<file path="config.mk">
export PLATFORM = sky130hd
export DESIGN_NAME = mem_line_arbiter
export DESIGN_NICKNAME = d
export VERILOG_FILES = /design/src/rtl/mem_line_arbiter.sv
export SDC_FILE = /design/constraint.sdc
export NUM_CORES = 1
export LEC_CHECK = 0
export BUFFER_PORTS_ARGS = -buffer_cell sky130_fd_sc_hd__clkbuf_2
export CAP_MARGIN = 20
export CORE_AREA = 2 2 612 614
export DETAILED_ROUTE_END_ITERATION = 12
export DIE_AREA = 0 0 614 616
export HOLD_SLACK_MARGIN = 0.05
export MAX_ROUTING_LAYER = met4
export SYNTH_ARGS = -nofsm -noshare
export SYNTH_HDL_FRONTEND = slang
export SYNTH_SLANG_ARGS = --single-unit
</file>
<file path="constraint.sdc">
create_clock -name clk -period 2.8 [get_ports clk]
set_input_delay 0.56 -clock clk [delete_from_list [all_inputs] [get_ports clk]]
set_output_delay 0.56 -clock clk [all_outputs]
set_load 0.005 [all_outputs]
</file>
<file path="src/rtl/mem_line_arbiter.sv">
// mem_line_arbiter
//
// Shares one line-granular main memory between the instruction-side cache
// (client 0) and the data-side cache (client 1). One line request is latched
// at a time and presented to memory unchanged until the memory grants it.
// Read lines come back through per-client registers. Every transaction ends
// with a request-free cycle so the memory's delay counters can clear.
//
// Optional feature macro: ARB_FIXED_PRIO_EN
//   defined   : client 1 always wins a simultaneous request (no RR pointer)
//   undefined : round-robin, the client not served last wins a tie;
//               client 0 wins the first tie after reset
//
// Ports
//   clk, rst                  clock (rising edge), async active-low reset
//   cN_addr                   client line address
//   cN_rd_req / cN_wr_req     line read / write request, held until cN_gnt
//   cN_wr_line                client write line
//   cN_rd_line                registered read line for client N
//   cN_gnt                    one-cycle completion pulse
//   mem_addr, mem_rd_req,
//   mem_wr_req, mem_wr_line   registered memory request
//   mem_rd_line, mem_gnt      memory response
//   busy                      high in every state except IDLE
//   owner                     client of the current or last transaction
//
// state | meaning
// IDLE  | no transaction; arbitrate pending client requests
// BUSY  | request driven to memory, waiting for mem_gnt
// HOLD  | read granted, memory line valid; capture it
// RESP  | pulse owner's gnt, memory requests low for one cycle

module mem_line_arbiter #(
    parameter int LINE_ADDR_LEN = 3,
    parameter int ADDR_LEN      = 8
) (
    input  logic                                clk,
    input  logic                                rst,
    input  logic [ADDR_LEN-1:0]                 c0_addr,
    input  logic [ADDR_LEN-1:0]                 c1_addr,
    input  logic                                c0_rd_req,
    input  logic                                c1_rd_req,
    input  logic                                c0_wr_req,
    input  logic                                c1_wr_req,
    input  logic [32*(2**LINE_ADDR_LEN)-1:0]    c0_wr_line,
    input  logic [32*(2**LINE_ADDR_LEN)-1:0]    c1_wr_line,
    output logic [32*(2**LINE_ADDR_LEN)-1:0]    c0_rd_line,
    output logic [32*(2**LINE_ADDR_LEN)-1:0]    c1_rd_line,
    output logic                                c0_gnt,
    output logic                                c1_gnt,
    output logic [ADDR_LEN-1:0]                 mem_addr,
    output logic                                mem_rd_req,
    output logic                                mem_wr_req,
    output logic [32*(2**LINE_ADDR_LEN)-1:0]    mem_wr_line,
    input  logic [32*(2**LINE_ADDR_LEN)-1:0]    mem_rd_line,
    input  logic                                mem_gnt,
    output logic                                busy,
    output logic                                owner
);

    typedef enum logic [1:0] {
        IDLE = 2'd0,
        BUSY = 2'd1,
        HOLD = 2'd2,
        RESP = 2'd3
    } state_t;

    state_t state;

    logic pend0;
    logic pend1;
    logic sel;
    logic sel_rd;

`ifndef ARB_FIXED_PRIO_EN
    // Client that wins the next simultaneous request.
    logic rr_ptr;
`endif

    always_comb begin
        pend0 = c0_rd_req | c0_wr_req;
        pend1 = c1_rd_req | c1_wr_req;
`ifdef ARB_FIXED_PRIO_EN
        sel = pend1;
`else
        sel = (pend0 && pend1) ? rr_ptr : pend1;
`endif
        // rd_req takes precedence when a client raises both
        sel_rd = sel ? c1_rd_req : c0_rd_req;
    end

    always_ff @(posedge clk or negedge rst) begin
        if (!rst) begin
            state       <= IDLE;
            mem_addr    <= '0;
            mem_rd_req  <= 1'b0;
            mem_wr_req  <= 1'b0;
            mem_wr_line <= '0;
            c0_rd_line  <= '0;
            c1_rd_line  <= '0;
            c0_gnt      <= 1'b0;
            c1_gnt      <= 1'b0;
            busy        <= 1'b0;
            owner       <= 1'b0;
`ifndef ARB_FIXED_PRIO_EN
            rr_ptr      <= 1'b0;
`endif
        end else begin
            case (state)
                IDLE: begin
                    if (pend0 || pend1) begin
                        mem_addr    <= sel ? c1_addr : c0_addr;
                        mem_wr_line <= sel ? c1_wr_line : c0_wr_line;
                        mem_rd_req  <= sel_rd;
                        mem_wr_req  <= ~sel_rd;
                        owner       <= sel;
                        busy        <= 1'b1;
                        state       <= BUSY;
                    end
                end
                BUSY: begin
                    if (mem_gnt) begin
                        if (mem_rd_req) begin
                            state <= HOLD;
                        end else begin
                            mem_wr_req <= 1'b0;
                            c0_gnt     <= ~owner;
                            c1_gnt     <= owner;
                            state      <= RESP;
                        end
                    end
                end
                HOLD: begin
                    if (owner) begin
                        c1_rd_line <= mem_rd_line;
                    end else begin
                        c0_rd_line <= mem_rd_line;
                    end
                    mem_rd_req <= 1'b0;
                    c0_gnt     <= ~owner;
                    c1_gnt     <= owner;
                    state      <= RESP;
                end
                RESP: begin
                    c0_gnt <= 1'b0;
                    c1_gnt <= 1'b0;
                    busy   <= 1'b0;
`ifndef ARB_FIXED_PRIO_EN
                    rr_ptr <= ~owner;
`endif
                    state  <= IDLE;
                end
                default: begin
                    state <= IDLE;
                end
            endcase
        end
    end

endmodule

</file>
==> reports/qor.yml <==
die_area_sq_um: 378200
wl_met1_mm: 128.9
areaGrowthSynthToFinish_pct: 80.87
dp.cells: 9050
dr.first_iter.drc_count: 2804
hold_depth: 2
outcome: "finished clean"
setup_ws_ns: 0.2047
top_layer: "met4"
critPathKind: "register to register"
placed_area_sq_um: 46410
start_util_pct: 8.632
slowest_stage: "dlygate4sd3_1"
async_reset_ff_share_pct: 100.0
gp_congestion: 1.131
startpoint_type: "register"
p_sw_share_pct: 42.85
p_leak_nw: 24.74
n_fill_cell: 41791
clock_sinks: 785
drt-pass1-iter-count: 8
rows: 224
crit_fanout: 41
via_per_inst: 3.380
syn_area_sq_um: 32050
cts.clk_slew.worst_paths_ns: 0.06
grt_setup_unrepaired: "false"
slew_headroom_pct: 50.52
place_ws_ns: 0.4882
synth-simple-area-share_pct: 3.361
fin_skew_ns: 0.08011
finalNetCount: 5725
power_switching_mw: 30.27
finalWirelength_mm: 341.3
synth_cell_types: 29
hpwl_mm: 299.4
cts_buffers: 104
avgRoutedWirePerCell_microns: 33.58
synthAdderAreaFrac_pct: 0.1952
max_stage_delay_ns: 0.57
clock.fmax_mhz: 385.3
utilization_pct: 15.61
final_cells: 10164
period_needed_ns: 2.595
synthCells: 2636
worst-path-buf-inv: 4
synth-xor-area-share_pct: 0
power_mw: 70.65
final_hold_viol_count: 0
tightest_slew_ns: 0.7422
drc_errors: 0
drive_above_1_share_pct: 47.39
synth_edf_count: 0
synthMuxAreaShare_pct: 18.12
required_ns: 3.57
vdd_drop_max_uv: 526.5
portBuffers: 1572
design_area_sq_um: 57980
setup_tns_ns: 0
grt_pass1_wl_mm: 417.2
gr-total-overflow: 0
drv_slew: 0
mostFrequentLayoutCells: "1571 x clkbuf_2, 785 x dfrtp_1, 745 x dlygate4sd3_1"
grt_pass1_vias: 33892
holdCritPathClass: "input port to register"
crit_family: "buffers and inverters"
ant_nets: 0
clock_power_share_pct: 20.7
grt_start_max_net_pins: 113
seqPwrFrac_pct: 29.3
io_pins: 1573
internal_power_mw: 40.37
cap_violations: 0
rr_worst_depth: 8
die_h_microns: 616
reg2reg_setup_slack_ns: 0.20
combPwrFrac_pct: 50.0
holdWs_ns: 0.1240
synth_top_family_by_area: "multiplexers"
ys_seq_elements: 785
syn_nets: 3432
wl_met3_mm: 54.13
cp-end-kind: "register"
wl_met2_mm: 145.8
timing.rr.start: "state[0]"
power.density_nw_per_um2: 1219
core_sq_um: 371400
cts_buffer_depth: 4
yosysWarnings: 0
r2r-end: "mem_wr_line[41]"
post-route-period-util_pct: 92.69
min-delay-start: "mem_rd_line[63]"
regArea_sq_um: 19640
min_to: "c1_rd_line[63]"
cts_setup_buffers: 0
synth_flop_cell: "dfrtp_1"
cts_tree: "built"
setup_viol: 0
cts_max_level: 3
num_vias: 34354
clk_latency_ns: 0.89
multi_input_area_sq_um: 11440
fp.dieW_microns: 614
crit_arrival_ns: 3.36
grtUsageTotal_pct: 17.94
synth_compound_area_share_pct: 13.86
root_buffer: "clkbuf_16"
antenna_found_initial: 351
synth.avg_cell_area_sq_um: 12.16
cp_cell_sequence: "inv_1, ha_2, o41ai_4, buf_12, buf_4, a31oi_1, a21oi_1, dlygate4sd3_1"
layout_commonest_cell: "clkbuf_2"
synth_sequential_area_ratio_pct: 61.28
-- cell type report --
cell class	instances	share of cell area [%]
Antenna cell	180	0.7769
Clock buffer	135	5.003
Clock inverter	54	1.288
Inverter	5	0.03237
Multi-Input combinational cell	1612	19.73
Sequential cell	785	33.88
Tap cell	4972	10.73
Timing Repair Buffer	2421	28.56
-- state kept, by name, summed over array words and instances, names as in the netlist --
register / flops
mem_wr_line: 256
owner: 1
c0_rd_line: 256
mem_rd_req: 1
busy: 1
state: 2
rr_ptr: 1
mem_wr_req: 1
c0_gnt: 1
mem_addr: 8
c1_rd_line: 256
c1_gnt: 1
-- cells by family after synthesis --
| kind of cell | after synthesis |
|---|---|
| adder cells (fa/ha/maj) | 5 |
| AO/OA/AOI/OAI | 809 |
| buffers and inverters | 239 |
| AND/OR/NAND/NOR | 282 |
| flip-flops | 785 |
| multiplexers | 516 |
-- per-layer routing --
metal / up-vias / global-route usage (%)
met5: - / -
met4: 0 / 5.293
met3: 600 / 11.63
met2: 2189 / 26.21
met1: 17212 / 19.77
li1: 14353 / -
-- power by group through the flow --
stage | sequential [mW] | combinational [mW] | clock (mW)
3_3_place_gp | 20.6 | 31.4 | 0
4_1_cts | 20.7 | 35.9 | 15.1
2_1_floorplan | 20.7 | 10.7 | 0
6_report | 20.7 | 35.3 | 14.6
3_5_place_dp | 20.8 | 31.6 | 0
5_1_grt | 21.4 | 37.9 | 15.5
-- synthesized netlist by cell type, types with 2 or more instances --
master	count	area [sq um]
a211oi_1	2	15.01
a21oi_1	267	1336
a22o_1	2	17.52
a31oi_1	264	1652
buf_2	98	490.5
clkbuf_1	135	506.7
dfrtp_1	785	19640
ha_1	5	62.56
inv_1	5	18.77
mux2_2	515	5799
nand2_1	4	15.01
nand2b_1	2	12.51
nor2_1	271	1017
nor2b_1	2	12.51
o21ai_0	265	1326
-- timing repair --
action                                  4_1_cts  5_1_grt
endpoints found under the hold margin       776        0
hold buffers                                745        0
gates resized for setup                       0        2
endpoints found under the setup margin        0       20
-- worst max-delay path by stage --
stage,start,endpoint,slack [ns],cells after the start
6_report,state[0],mem_wr_line[41],0.20,8
5_1_grt,state[0],mem_wr_line[1],0.13,8
4_1_cts,state[0],mem_wr_line[41],0.11,8
3_5_place_dp,c1_rd_req,mem_wr_line[41],0.49,5
3_3_place_gp,c1_rd_req,mem_wr_line[41],0.51,5
2_1_floorplan,state[0],c0_rd_line[169],0.89,7
-- worst reg2reg max path: stages (launching register included) --
cell and delay [ns]:
dfrtp_1 0.41, inv_1 0.14, ha_2 0.32, o41ai_4 0.15, buf_12 0.22, buf_4 0.26, a31oi_1 0.35, a21oi_1 0.12
dlygate4sd3_1 0.57
(Power assumes the default switching activity.)
